**src/rtl/seq_mult_param_if.sv**
```systemverilog
// Handshake/operand bundle for seq_mult_param; the master drives operands, the slave returns the product.
// Define OVF_DETECT_EN to add the o_overflow flag.
interface seq_mult_param_if #(
    parameter int WIDTH = 8
);
    logic             i_run;
    logic             i_clr_ld;
    logic             i_signed_mode;
    logic [WIDTH-1:0] i_din;
    logic [WIDTH-1:0] o_aval;
    logic [WIDTH-1:0] o_bval;
    logic             o_x;
    logic             o_busy;
    logic             o_done;
`ifdef OVF_DETECT_EN
    logic             o_overflow;
`endif

    modport master (
`ifdef OVF_DETECT_EN
        input  o_overflow,
`endif
        output i_run, i_clr_ld, i_signed_mode, i_din,
        input  o_aval, o_bval, o_x, o_busy, o_done
    );

    modport slave (
`ifdef OVF_DETECT_EN
        output o_overflow,
`endif
        input  i_run, i_clr_ld, i_signed_mode, i_din,
        output o_aval, o_bval, o_x, o_busy, o_done
    );
endinterface

```
**src/rtl/seq_mult_param.sv**
```systemverilog
// Sequential shift-add multiplier, one iteration per clock, signed/unsigned, product {Aval,Bval}.
// Latency WIDTH cycles after the start edge; optional OVF_DETECT_EN adds a registered overflow flag.
module seq_mult_param #(
    parameter  int WIDTH = 8,
    localparam int CNT_W = $clog2(WIDTH)
) (
    input  logic           i_clk,
    input  logic           i_rst_n,
    seq_mult_param_if.slave bus
);
    typedef enum logic [1:0] {
        ST_IDLE    = 2'b00,
        ST_COMPUTE = 2'b01,
        ST_DONE    = 2'b10
    } state_t;

    localparam logic [CNT_W-1:0] LAST_CNT = CNT_W'(WIDTH - 1);

    state_t           r_state;
    state_t           w_state_nxt;
    logic [CNT_W-1:0] r_cnt;
    logic [WIDTH-1:0] r_s;
    logic [WIDTH-1:0] r_a;
    logic [WIDTH-1:0] r_b;
    logic             r_x;
    logic             r_mode;

    logic             w_last;
    logic             w_load;
    logic             w_start;
    logic [WIDTH:0]   w_addend;
    logic [WIDTH:0]   w_acc;
    logic [WIDTH:0]   w_sum;
    logic [WIDTH-1:0] w_a_nxt;
    logic [WIDTH-1:0] w_b_nxt;
    logic             w_x_nxt;
    logic             w_busy;
    logic             w_done;

    assign w_last   = (r_cnt == LAST_CNT);
    assign w_load   = (r_state != ST_COMPUTE) && bus.i_clr_ld;
    assign w_start  = (r_state == ST_IDLE) && bus.i_run && !bus.i_clr_ld;
    assign w_addend = r_mode ? {r_s[WIDTH-1], r_s} : {1'b0, r_s};
    assign w_acc    = {r_x, r_a};

    // The final signed iteration weights the multiplier MSB by -2^(WIDTH-1).
    always_comb begin
        w_sum = w_acc;
        if (r_b[0]) begin
            if (r_mode && w_last) w_sum = w_acc - w_addend;
            else                  w_sum = w_acc + w_addend;
        end
    end

    // In unsigned mode w_sum[WIDTH] is the carry, so one shift form serves both modes.
    assign w_a_nxt = w_sum[WIDTH:1];
    assign w_b_nxt = {w_sum[0], r_b[WIDTH-1:1]};
    assign w_x_nxt = r_mode & w_sum[WIDTH];

    always_ff @(posedge i_clk or negedge i_rst_n) begin
        if (!i_rst_n) r_state <= ST_IDLE;
        else          r_state <= w_state_nxt;
    end

    always_comb begin
        w_state_nxt = r_state;
        case (r_state)
            ST_IDLE:    if (w_start) w_state_nxt = ST_COMPUTE;
            ST_COMPUTE: if (w_last)  w_state_nxt = ST_DONE;
            ST_DONE:    if (bus.i_clr_ld || !bus.i_run) w_state_nxt = ST_IDLE;
            default:    w_state_nxt = ST_IDLE;
        endcase
    end

    always_comb begin
        w_busy = (r_state == ST_COMPUTE);
        w_done = (r_state == ST_DONE);
    end

    always_ff @(posedge i_clk or negedge i_rst_n) begin
        if (!i_rst_n) begin
            r_cnt  <= '0;
            r_s    <= '0;
            r_a    <= '0;
            r_b    <= '0;
            r_x    <= 1'b0;
            r_mode <= 1'b0;
        end else if (w_load) begin
            r_a <= '0;
            r_x <= 1'b0;
            r_b <= bus.i_din;
        end else if (w_start) begin
            r_s    <= bus.i_din;
            r_mode <= bus.i_signed_mode;
            r_a    <= '0;
            r_x    <= 1'b0;
            r_cnt  <= '0;
        end else if (r_state == ST_COMPUTE) begin
            r_a   <= w_a_nxt;
            r_b   <= w_b_nxt;
            r_x   <= w_x_nxt;
            r_cnt <= r_cnt + CNT_W'(1);
        end
    end

`ifdef OVF_DETECT_EN
    logic r_ovf;
    logic w_ovf_nxt;

    assign w_ovf_nxt = r_mode ? (w_a_nxt != {WIDTH{w_b_nxt[WIDTH-1]}}) : (w_a_nxt != '0);

    always_ff @(posedge i_clk or negedge i_rst_n) begin
        if (!i_rst_n)                             r_ovf <= 1'b0;
        else if (w_load || w_start)               r_ovf <= 1'b0;
        else if (r_state == ST_COMPUTE && w_last) r_ovf <= w_ovf_nxt;
    end

    assign bus.o_overflow = r_ovf;
`endif

    assign bus.o_aval = r_a;
    assign bus.o_bval = r_b;
    assign bus.o_x    = r_x;
    assign bus.o_busy = w_busy;
    assign bus.o_done = w_done;
endmodule

```
**src/flat_wrapper.sv**
```systemverilog
// flat-port wrapper written by rule: the top's interface ports become plain ports
module seq_mult_param_flat 
#(
    parameter  int WIDTH = 8,
    localparam int CNT_W = $clog2(WIDTH)
)
  (i_clk, i_rst_n, bus_i_run, bus_i_clr_ld, bus_i_signed_mode, bus_i_din, bus_o_aval, bus_o_bval, bus_o_x, bus_o_busy, bus_o_done);
  seq_mult_param_if #(.WIDTH(WIDTH)) bus_i ();
  input  logic i_clk;
  input  logic i_rst_n;
  input wire logic [$bits(bus_i.i_run)-1:0] bus_i_run;
  input wire logic [$bits(bus_i.i_clr_ld)-1:0] bus_i_clr_ld;
  input wire logic [$bits(bus_i.i_signed_mode)-1:0] bus_i_signed_mode;
  input wire logic [$bits(bus_i.i_din)-1:0] bus_i_din;
  output wire logic [$bits(bus_i.o_aval)-1:0] bus_o_aval;
  output wire logic [$bits(bus_i.o_bval)-1:0] bus_o_bval;
  output wire logic [$bits(bus_i.o_x)-1:0] bus_o_x;
  output wire logic [$bits(bus_i.o_busy)-1:0] bus_o_busy;
  output wire logic [$bits(bus_i.o_done)-1:0] bus_o_done;
  assign bus_i.i_run = bus_i_run;
  assign bus_i.i_clr_ld = bus_i_clr_ld;
  assign bus_i.i_signed_mode = bus_i_signed_mode;
  assign bus_i.i_din = bus_i_din;
  assign bus_o_aval = bus_i.o_aval;
  assign bus_o_bval = bus_i.o_bval;
  assign bus_o_x = bus_i.o_x;
  assign bus_o_busy = bus_i.o_busy;
  assign bus_o_done = bus_i.o_done;
  seq_mult_param #(.WIDTH(WIDTH)) u_core (.i_clk(i_clk), .i_rst_n(i_rst_n), .bus(bus_i));
endmodule
```
**config.mk**
```make
export PLATFORM = sky130hd
export DESIGN_NAME = seq_mult_param_flat
export DESIGN_NICKNAME = d
export VERILOG_FILES = /design/src/rtl/seq_mult_param_if.sv /design/src/rtl/seq_mult_param.sv /design/src/flat_wrapper.sv
export SDC_FILE = /design/constraint.sdc
export NUM_CORES = 1
export LEC_CHECK = 0
export BUFFER_PORTS_ARGS = -buffer_cell sky130_fd_sc_hd__buf_2
export CAP_MARGIN = 20
export CORE_MARGIN = 2
export CORE_UTILIZATION = 55
export DETAILED_ROUTE_END_ITERATION = 7
export PLACE_DENSITY_LB_ADDON = 0.1
export RECOVER_POWER = 100
export SYNTH_ARGS = -nofsm -noshare
export SYNTH_HDL_FRONTEND = slang
export SYNTH_SLANG_ARGS = --single-unit
export TNS_END_PERCENT = 20
```
**constraint.sdc**
```tcl
create_clock -name i_clk -period 3.9 [get_ports i_clk]
set_input_delay 0.39 -clock i_clk [delete_from_list [all_inputs] [get_ports i_clk]]
set_output_delay 0.39 -clock i_clk [all_outputs]
set_load 0.01 [all_outputs]
```
==> results of run 1 <==
-- final cells by class --
| cell class | instances | area (µm²) |
|---|---|---|
| tap | 46 | 57.6 |
| clock buffer | 6 | 51.3 |
| sequential | 31 | 776 |
| fill | 301 | 1190 |
| multi-input combinational | 142 | 1040 |
| clock inverter | 2 | 35.0 |
| inverter | 8 | 30.0 |
| timing repair buffer | 32 | 134 |
-- per-layer routing --
layer / part of all wire / global-route usage / vias up
met5: 0 / 0 / -
met4: 0.018 / 0.0917 / 0
met3: 0.065 / 0.0580 / 10
met2: 0.47 / 0.385 / 44
met1: 0.45 / 0.279 / 722
li1: - / - / 738
-- power groups by stage --
stage,clock network (mW),registers [mW],logic [mW]
floorplan,0,0.617,0.881
global placement,0,0.619,1.12
global route,0.294,0.653,1.25
finish,0.270,0.624,1.12
CTS,0.275,0.620,1.16
detailed placement,0,0.626,1.16
-- per-stage QoR --
step                instances  worst slack [ps]
floorplan                 187              1040
global placement          259               887
detailed placement        259               799
CTS                       267               774
global route              267               610
finish                    267               774
-- how the worst min path moves through the flow --
| stage | cells after the start | start | slack [ps] | end |
|---|---|---|---|---|
| after floorplan | 0 | i_rst_n | 90 | u_core.bus.o_aval[0]$_DFFE_PN0P_ |
| after global placement | 1 | i_rst_n | 460 | u_core.bus.o_aval[0]$_DFFE_PN0P_ |
| after detailed placement | 1 | i_rst_n | 480 | u_core.bus.o_aval[2]$_DFFE_PN0P_ |
| after CTS | 1 | i_rst_n | 110 | u_core.bus.o_aval[3]$_DFFE_PN0P_ |
| after global routing | 2 | bus_i_din[6] | 270 | u_core.r_s[6]$_DFFE_PN0P_ |
| final | 3 | bus_i_signed_mode | 250 | u_core.r_mode$_DFFE_PN0P_ |
-- state kept, by name (all words and copies together), names as in the netlist --
| signal | flops |
|---|---|
| u_core.bus.o_aval | 8 |
| u_core.bus.o_bval | 8 |
| u_core.r_s | 8 |
| u_core.r_cnt | 3 |
| u_core.r_state | 2 |
| u_core.bus.o_x | 1 |
| u_core.r_mode | 1 |
-- synthesized netlist by cell type, types with 4 or more instances --
library cell / n
mux2i_1: 12
inv_1: 6
xnor2_1: 4
dfrtp_1: 31
a21oi_1: 4
a22o_1: 4
nand2_1: 25
ha_1: 11
o31ai_1: 4
o21ai_0: 4
mux2_1: 5
nor2_1: 8
o21ai_1: 19
xor2_1: 7
-- cells in the final DEF (no fill, tap or decap), types with 4 or more instances in the layout --
| cell type | instances |
|---|---|
| xnor2_1 | 4 |
| dfrtp_1 | 31 |
| o21ai_0 | 20 |
| ha_1 | 11 |
| clkbuf_4 | 5 |
| a21oi_1 | 4 |
| a22o_1 | 4 |
| o31ai_1 | 4 |
| mux2i_1 | 12 |
| nor2_1 | 8 |
| buf_2 | 11 |
| mux2_1 | 5 |
| clkbuf_1 | 21 |
| xor2_1 | 7 |
| inv_1 | 7 |
| nand2_1 | 25 |
-- tightest hold or removal path: cells and delay by family --
family / cells / cell delay, ps
AO/OA/AOI/OAI: 1 / 60
buffers and inverters: 1 / 70
AND/OR/NAND/NOR: 1 / 40
-- cells by family (layout without fill, tap and decap cells) --
family	after synthesis	count (layout)	share of synthesized area
muxes	19	19	0.112
and+or+nand+nor	49	49	0.124
DFF	31	31	0.414
adders and majority gates	12	12	0.0842
xor gates and xnor gates	11	11	0.0514
buffers and inverters	14	48	0.0301
AOI/OAI and AO/OA	51	51	0.184
==> impl_metrics.env, run 1 <==
export IMPL_area_delta_synth_final_pct=13.4
export IMPL_p_comb_frac=0.556
export IMPL_slowest_stage="dfrtp_1"
export IMPL_netlist_area_um2=1870
export IMPL_seqPwrFrac=0.310
export IMPL_grt_total_usage=0.228
export IMPL_crit_end="u_core.bus.o_x$_DFFE_PN0P_"
export IMPL_wl_per_cell_um=14.5
export IMPL_synth_edff_count=0
export IMPL_p_sw_uw=906
export IMPL_finalInstanceArea_um2=2120
export IMPL_drv_slew=32
export IMPL_fin_setup_tns_ps=0
export IMPL_clkSlewWorstSetupHoldPaths_ps=100
export IMPL_worst_r2r_path_depth=12
export IMPL_cp_end_kind="flop"
export IMPL_ys_flop_type="dfrtp_1"
export IMPL_syn_inst=187
export IMPL_numCtsBuffers=5
export IMPL_r2r_slack_ps=770
export IMPL_grt_pass1_wl_um=7030
export IMPL_die_area_um2=3890
export IMPL_routed_via_density=5.67
export IMPL_grt_pass1_vias=1578
export IMPL_crit_cells=12
export IMPL_p_per_area_nw_per_um2=949
export IMPL_pin_count=32
export IMPL_drtAntennaViolNets=0
export IMPL_post_dp_cell_area_um2=2070
export IMPL_n_antenna_cell=0
export IMPL_start_kind="flop"
export IMPL_finalHoldViolations=0
export IMPL_p_leak_nw=0.994
export IMPL_total_power_mw=2.02
export IMPL_crit_path_frequent_cell="ha_1"
export IMPL_rows=21
export IMPL_ys_warn_count=0
export IMPL_crit_type="flop to flop"
export IMPL_yosysTopAreaCell="dfrtp_1"
export IMPL_fin_crit_ps=3130
export IMPL_cts_max_level=2
export IMPL_synth_cell_types=42
export IMPL_reg2reg_to="u_core.bus.o_x$_DFFE_PN0P_"
export IMPL_irDropWorstVdd_uv=469
export IMPL_cts_max_path_buffers=2
export IMPL_synth_seq_cells=31
export IMPL_post_cts_setup_buffer_count=0
export IMPL_crit_fanout=7
export IMPL_drt_iter0_drc=61
export IMPL_relSlewSlack=-0.0816
export IMPL_path_delay_family="compound AO/OA/AOI/OAI gates"
export IMPL_synthArstFlopShare=1.00
export IMPL_post_dp_hpwl_um=2870
export IMPL_hold_buffers=0
export IMPL_nets=245
export IMPL_violations="max-capacitance violations, max-slew violations"
export IMPL_grt_overflow=0
export IMPL_die_h_um=62.4
export IMPL_dr_total_vias=1514
export IMPL_worst_hold_slack_ps=251
export IMPL_io_buffers=31
export IMPL_swShare=0.449
export IMPL_p_int_mw=1.11
export IMPL_ctsResizeCount=0
export IMPL_antenna_found_initial=0
export IMPL_wirelength_um=3870
export IMPL_worst_ep_required_time_ps=4140
export IMPL_worst_hold_path_type="input pin to flop"
export IMPL_tritoncts="done"
export IMPL_dieWidth_um=62.4
export IMPL_ys_top_cells_by_area="dfrtp_1, ha_1, mux2i_1"
export IMPL_syn_nets=212
export IMPL_drv_cap=1
export IMPL_min_period_over_period=0.802
export IMPL_drt_pass1_iter_count=5
export IMPL_cts_sinks=31
export IMPL_ys_seq_area_frac=0.414
export IMPL_worstPathCellList="ha_1 > ha_1 > nand2_1 > nand2_1 > xor2_1 > ha_1 > a21o_1 > a31o_2 > a21oi_1 > mux2i_4 > o22ai_1 > a22o_1"
export IMPL_setup_viol=0
export IMPL_syn_avg_cell_area_um2=10.0
export IMPL_rsz0062_at_grt="no"
export IMPL_layout_drive_gt1_share=0.122
export IMPL_worst_path_buf_inv=0
export IMPL_place_gp_congestion=0.896
export IMPL_final_util=0.642
export IMPL_cp_arrival_ps=3360
export IMPL_yosysTopAreaCellShare=0.414
export IMPL_worst_pin_slew_ps=1620
export IMPL_start_util=0.566
export IMPL_insertion_delay_ps=340
export IMPL_fp_coreArea_um2=3310
export IMPL_status="finished, violations left"
export IMPL_skew_ps=5.07
export IMPL_crit_start="u_core.r_cnt[0]$_DFFE_PN0P_"
export IMPL_clkPwrFrac=0.134
export IMPL_worst_r2r_startpoint="u_core.r_cnt[0]$_DFFE_PN0P_"
export IMPL_grt_max_degree=32
export IMPL_post_route_drc_count=0
export IMPL_clock_fmax_ghz=0.320
export IMPL_cp_slowest_stage_delay_ps=410
export IMPL_cts_root_buf="clkbuf_4"
No activity file was read; power rests on OpenSTA's default activity.
==> run 2, diff against run 1 <==
==> constraint.sdc (replaced) <==
create_clock -name i_clk -period 3.25 [get_ports i_clk]
set_input_delay 0.325 -clock i_clk [delete_from_list [all_inputs] [get_ports i_clk]]
set_output_delay 0.325 -clock i_clk [all_outputs]
set_load 0.01 [all_outputs]
==> impl_metrics.env, run 2 (synthesized netlist as in run 1, its figures left out) <==
export IMPL_grt_overflow=0
export IMPL_r2r_slack_ps=230
export IMPL_fillCellCount=309
export IMPL_drt_iter0_drc=76
export IMPL_irDropWorstVdd_uv=568
export IMPL_grt_pass1_vias=1600
export IMPL_status="finished, violations left"
export IMPL_n_antenna_cell=0
export IMPL_dp_slack_ps=155
export IMPL_rsz0062_at_grt="no"
export IMPL_rows=21
export IMPL_die_area_um2=3890
export IMPL_drv_cap=1
export IMPL_seqPwrFrac=0.311
export IMPL_hold_depth=3
export IMPL_whs_endpoint="u_core.r_mode$_DFFE_PN0P_"
export IMPL_fin_crit_ps=3020
export IMPL_reg2reg_to="u_core.bus.o_x$_DFFE_PN0P_"
export IMPL_worst_pin_slew_ps=1640
export IMPL_start_util=0.566
export IMPL_placed_cells=259
export IMPL_worst_ep_required_time_ps=3490
export IMPL_post_route_drc_count=0
export IMPL_fin_setup_tns_ps=0
export IMPL_regArea_um2=776
export IMPL_fp_coreArea_um2=3310
export IMPL_hold_start="bus_i_signed_mode"
export IMPL_area_delta_synth_final_pct=13.8
export IMPL_clock_fmax_ghz=0.331
export IMPL_hold_buffers=0
export IMPL_tritoncts="done"
export IMPL_io_buffers=31
export IMPL_wirelength_um=3750
export IMPL_clkPwrFrac=0.135
export IMPL_cts_sinks=31
export IMPL_skew_ps=12.4
export IMPL_start_kind="flop"
export IMPL_crit_fanout=7
export IMPL_swShare=0.445
export IMPL_relSlewSlack=-0.0947
export IMPL_finalHoldViolations=0
export IMPL_cp_arrival_ps=3260
export IMPL_pin_count=32
export IMPL_final_cell_mix="dfrtp_1, nand2_1, clkbuf_1"
export IMPL_p_leak_nw=0.998
export IMPL_antenna_found_initial=0
export IMPL_nets=245
export IMPL_worst_hold_path_type="input pin to flop"
export IMPL_crit_type="flop to flop"
export IMPL_finalNonFillerCells=267
export IMPL_min_period_over_period=0.929
export IMPL_wl_per_cell_um=14.0
export IMPL_clkSlewWorstSetupHoldPaths_ps=110
export IMPL_drv_slew=32
export IMPL_routed_via_density=5.63
export IMPL_grt_pass1_wl_um=6980
export IMPL_drt_pass1_iter_count=4
export IMPL_cp_end_kind="flop"
export IMPL_violations="max-capacitance violations, max-slew violations"
export IMPL_setup_ws_ps=231
export IMPL_dr_total_vias=1504
export IMPL_numCtsBuffers=5
export IMPL_layout_drive_gt1_share=0.131
export IMPL_p_per_area_nw_per_um2=1130
export IMPL_cts_max_path_buffers=2
export IMPL_die_h_um=62.4
export IMPL_post_dp_hpwl_um=2850
export IMPL_p_comb_frac=0.554
export IMPL_drtAntennaViolNets=0
export IMPL_cts_max_level=2
export IMPL_cts_root_buf="clkbuf_4"
export IMPL_insertion_delay_ps=340
export IMPL_p_int_mw=1.33
export IMPL_setup_viol=0
export IMPL_p_sw_mw=1.07
export IMPL_grt_max_degree=32
export IMPL_final_common_cell="dfrtp_1"
export IMPL_place_gp_congestion=0.896
export IMPL_multi_input_area_um2=1050
export IMPL_grt_total_usage=0.225
export IMPL_worst_r2r_path_depth=12
export IMPL_dieWidth_um=62.4
export IMPL_worst_r2r_startpoint="u_core.r_cnt[0]$_DFFE_PN0P_"
==> run 2: changes by cell type in the layout (fill, tap and decap cells not counted) <==
cell and change:
o31ai_2 +1, o21ai_0 -1, o21ai_1 +1, nand2_1 -1, nand2_2 +1, o31ai_1 -1
==> run 2: metrics by stage <==
stage                     total power, mW  utilization  area [µm²]  hold WS (ps)
after floorplan                      1.80            -        1870          29.4
after global placement               2.09        0.624        2070           398
after detailed placement             2.14        0.624        2070           409
after CTS                            2.46        0.650        2150          39.2
after global routing                 2.65        0.644        2130           204
final                                2.40        0.644        2130           189
==> run 2: area by class of cell <==
cell class | count | area share
multi-input combinational | 142 | 0.492
sequential | 31 | 0.364
timing repair buffer | 32 | 0.0628
tap | 46 | 0.0270
clock buffer | 6 | 0.0241
clock inverter | 2 | 0.0164
inverter | 8 | 0.0141
==> run 2: power by group through the flow <==
stage	Clock, mW	Combinational (mW)	Sequential, mW
CTS	0.327	1.39	0.744
global route	0.347	1.52	0.785
finish	0.323	1.33	0.748
floorplan	0	1.06	0.740
global placement	0	1.34	0.743
detailed placement	0	1.39	0.752
==> run 2: routing by layer <==
layer / share of wire / global-route usage / up-vias
li1: - / - / 743
met1: 0.45 / 0.267 / 710
met2: 0.47 / 0.395 / 42
met3: 0.061 / 0.0580 / 9
met4: 0.019 / 0.0833 / 0
met5: 0 / 0 / -
==> run 2: timing repair <==
item	4_1_cts	5_1_grt
endpoints found under the setup margin	0	3
gates resized for setup	0	2
setup buffers	0	0
==> run 2: worst max-delay path by stage <==
stage | from | to | slack, ps | cells past startpoint
3_5_place_dp | u_core.r_cnt[0]$_DFFE_PN0P_ | u_core.bus.o_x$_DFFE_PN0P_ | 160 | 12
4_1_cts | u_core.r_cnt[0]$_DFFE_PN0P_ | u_core.bus.o_x$_DFFE_PN0P_ | 120 | 12
2_1_floorplan | u_core.r_cnt[0]$_DFFE_PN0P_ | u_core.bus.o_x$_DFFE_PN0P_ | 390 | 12
5_1_grt | u_core.r_cnt[0]$_DFFE_PN0P_ | u_core.bus.o_x$_DFFE_PN0P_ | 40 | 12
6_report | u_core.r_cnt[0]$_DFFE_PN0P_ | u_core.bus.o_x$_DFFE_PN0P_ | 230 | 12
3_3_place_gp | u_core.r_s[0]$_DFFE_PN0P_ | u_core.bus.o_x$_DFFE_PN0P_ | 240 | 12
==> run 2: worst max-delay path, cell delays in order (launching register included) <==
cell and delay [ps]:
dfrtp_1 410, ha_1 200, ha_1 240, nand2_2 180, nand2_1 90, xor2_1 150
ha_1 360, a21o_1 200, a31o_2 240, a21oi_1 240, mux2i_4 300, o22ai_1 110
a22o_1 190
==> run 3, diff against run 2 <==
--- a/config.mk
+++ b/config.mk
@@ -5,13 +5,14 @@
 export SDC_FILE = /design/constraint.sdc
 export NUM_CORES = 1
 export LEC_CHECK = 0
-export BUFFER_PORTS_ARGS = -buffer_cell sky130_fd_sc_hd__buf_2
+export BUFFER_PORTS_ARGS = -buffer_cell sky130_fd_sc_hd__buf_4
 export CAP_MARGIN = 20
 export CORE_MARGIN = 2
 export CORE_UTILIZATION = 55
 export DETAILED_ROUTE_END_ITERATION = 7
 export PLACE_DENSITY_LB_ADDON = 0.1
 export RECOVER_POWER = 100
+export SKIP_LAST_GASP = 1
 export SYNTH_ARGS = -nofsm -noshare
 export SYNTH_HDL_FRONTEND = slang
 export SYNTH_SLANG_ARGS = --single-unit
==> impl_metrics.env, run 3 (synthesized netlist as in run 1, its figures left out) <==
export IMPL_drt_iter0_drc=87
export IMPL_setup_viol=0
export IMPL_fin_setup_tns_ps=0
export IMPL_area_delta_synth_final_pct=13.9
export IMPL_drt_pass1_iter_count=4
export IMPL_final_common_cell="dfrtp_1"
export IMPL_p_per_area_nw_per_um2=1100
export IMPL_wirelength_um=4030
export IMPL_dieWidth_um=62.4
export IMPL_final_cell_mix="dfrtp_1, nand2_1, clkbuf_1"
export IMPL_start_kind="flop"
export IMPL_relSlewSlack=-0.0738
export IMPL_skew_ps=11.9
export IMPL_numCtsBuffers=5
export IMPL_cts_max_path_buffers=2
export IMPL_die_area_um2=3890
export IMPL_clkSlewWorstSetupHoldPaths_ps=90
export IMPL_n_antenna_cell=0
export IMPL_wl_per_cell_um=15.0
export IMPL_io_buffers=31
export IMPL_die_h_um=62.4
export IMPL_insertion_delay_ps=340
export IMPL_dp_slack_ps=169
export IMPL_cts_sinks=31
export IMPL_layout_drive_gt1_share=0.122
export IMPL_finalHoldViolations=0
export IMPL_dr_total_vias=1518
export IMPL_grt_total_usage=0.230
export IMPL_drtAntennaViolNets=0
export IMPL_post_dp_hpwl_um=2930
export IMPL_pin_count=32
export IMPL_worst_pin_slew_ps=1610
export IMPL_nets=246
export IMPL_drv_slew=32
export IMPL_post_cts_setup_buffer_count=0
export IMPL_crit_type="flop to flop"
export IMPL_grt_overflow=0
export IMPL_crit_fanout=4
export IMPL_antenna_found_initial=0
export IMPL_fin_crit_ps=3010
export IMPL_cts_root_buf="clkbuf_4"
export IMPL_tritoncts="done"
export IMPL_start_util=0.566
export IMPL_grt_max_degree=32
export IMPL_worst_hold_slack_ps=205
export IMPL_worst_hold_path_type="input pin to flop"
export IMPL_routed_via_density=5.66
export IMPL_place_gp_congestion=0.913
export IMPL_cp_end_kind="flop"
export IMPL_post_route_drc_count=0
export IMPL_fp_coreArea_um2=3310
export IMPL_irDropWorstVdd_uv=468
export IMPL_rsz0062_at_grt="no"
export IMPL_rows=21
export IMPL_grt_pass1_vias=1552
export IMPL_violations="max-capacitance violations, max-slew violations"
export IMPL_finalNonFillerCells=268
export IMPL_setup_ws_ps=237
export IMPL_status="finished, violations left"
export IMPL_drv_cap=1
export IMPL_clock_fmax_ghz=0.332
export IMPL_grt_pass1_wl_um=7010
export IMPL_worst_ep_required_time_ps=3470
export IMPL_placed_cells=259
export IMPL_p_leak_nw=0.984
export IMPL_min_period_over_period=0.927
export IMPL_cts_max_level=2
export IMPL_cp_arrival_ps=3240
==> run 3: stage by stage <==
stage / total power [mW] / util / instance area (µm²)
after floorplan: 1.80 / - / 1870
final: 2.35 / 0.644 / 2130
after CTS: 2.43 / 0.666 / 2200
after global placement: 2.14 / 0.648 / 2140
after global routing: 2.58 / 0.644 / 2130
after detailed placement: 2.20 / 0.648 / 2140
==> run 3: what timing repair did <==
item / in CTS / in global routing
resized for setup: 0 / 3
hold endpoints to repair: 31 / 0
setup endpoints to repair: 0 / 3
hold buffers: 1 / 0
==> run 3: report_power, final <==
group,internal (mW),leakage (nW),switching (mW)
clock network,0.0842,0.0293,0.136
registers,0.561,0.388,0.191
logic,0.601,0.567,0.774
total,1.25,0.984,1.10
==> run 3: path summary, 6_finish.rpt <==
path                                                  start                               end  slack, ps  cells after the start
worst max-delay path              u_core.r_s[1]$_DFFE_PN0P_        u_core.bus.o_x$_DFFE_PN0P_        240                     12
worst min-delay path                           bus_i_din[0]         u_core.r_s[0]$_DFFE_PN0P_        200                      3
worst max register to register    u_core.r_s[1]$_DFFE_PN0P_        u_core.bus.o_x$_DFFE_PN0P_        240                     12
worst min register to register  u_core.r_cnt[0]$_DFFE_PN0P_       u_core.r_cnt[0]$_DFFE_PN0P_        510                      1
max in group asynchronous                           i_rst_n         u_core.r_s[5]$_DFFE_PN0P_       1390                      2
min in group asynchronous                           i_rst_n  u_core.bus.o_aval[4]$_DFFE_PN0P_        920                      2
==> run 3: worst max-delay path: stages (launching register included) <==
cell,delay (ps)
dfrtp_1,420
inv_1,100
ha_1,170
or3b_1,440
o31ai_1,290
xor2_1,130
ha_1,230
a21o_1,190
a31o_2,210
a21oi_2,160
mux2i_4,280
o22ai_1,110
a22o_1,180
==> run 3: layout make-up <==
class,instances,area [µm²]
timing repair buffer,33,171
clock buffer,7,45.0
fill,305,1180
clock inverter,1,5.00
inverter,8,30.0
multi-input combinational,142,1050
sequential,31,776
tap,46,57.6
==> run 3: routing by layer <==
layer / global-route usage / routed length (µm) / vias to the layer above / share of wire
met1: 0.278 / 1770 / 725 / 0.44
met2: 0.390 / 1920 / 44 / 0.48
met3: 0.0543 / 237 / 11 / 0.059
met4: 0.103 / 107 / 0 / 0.027
met5: 0 / 0 / - / 0
li1: - / - / 738 / -
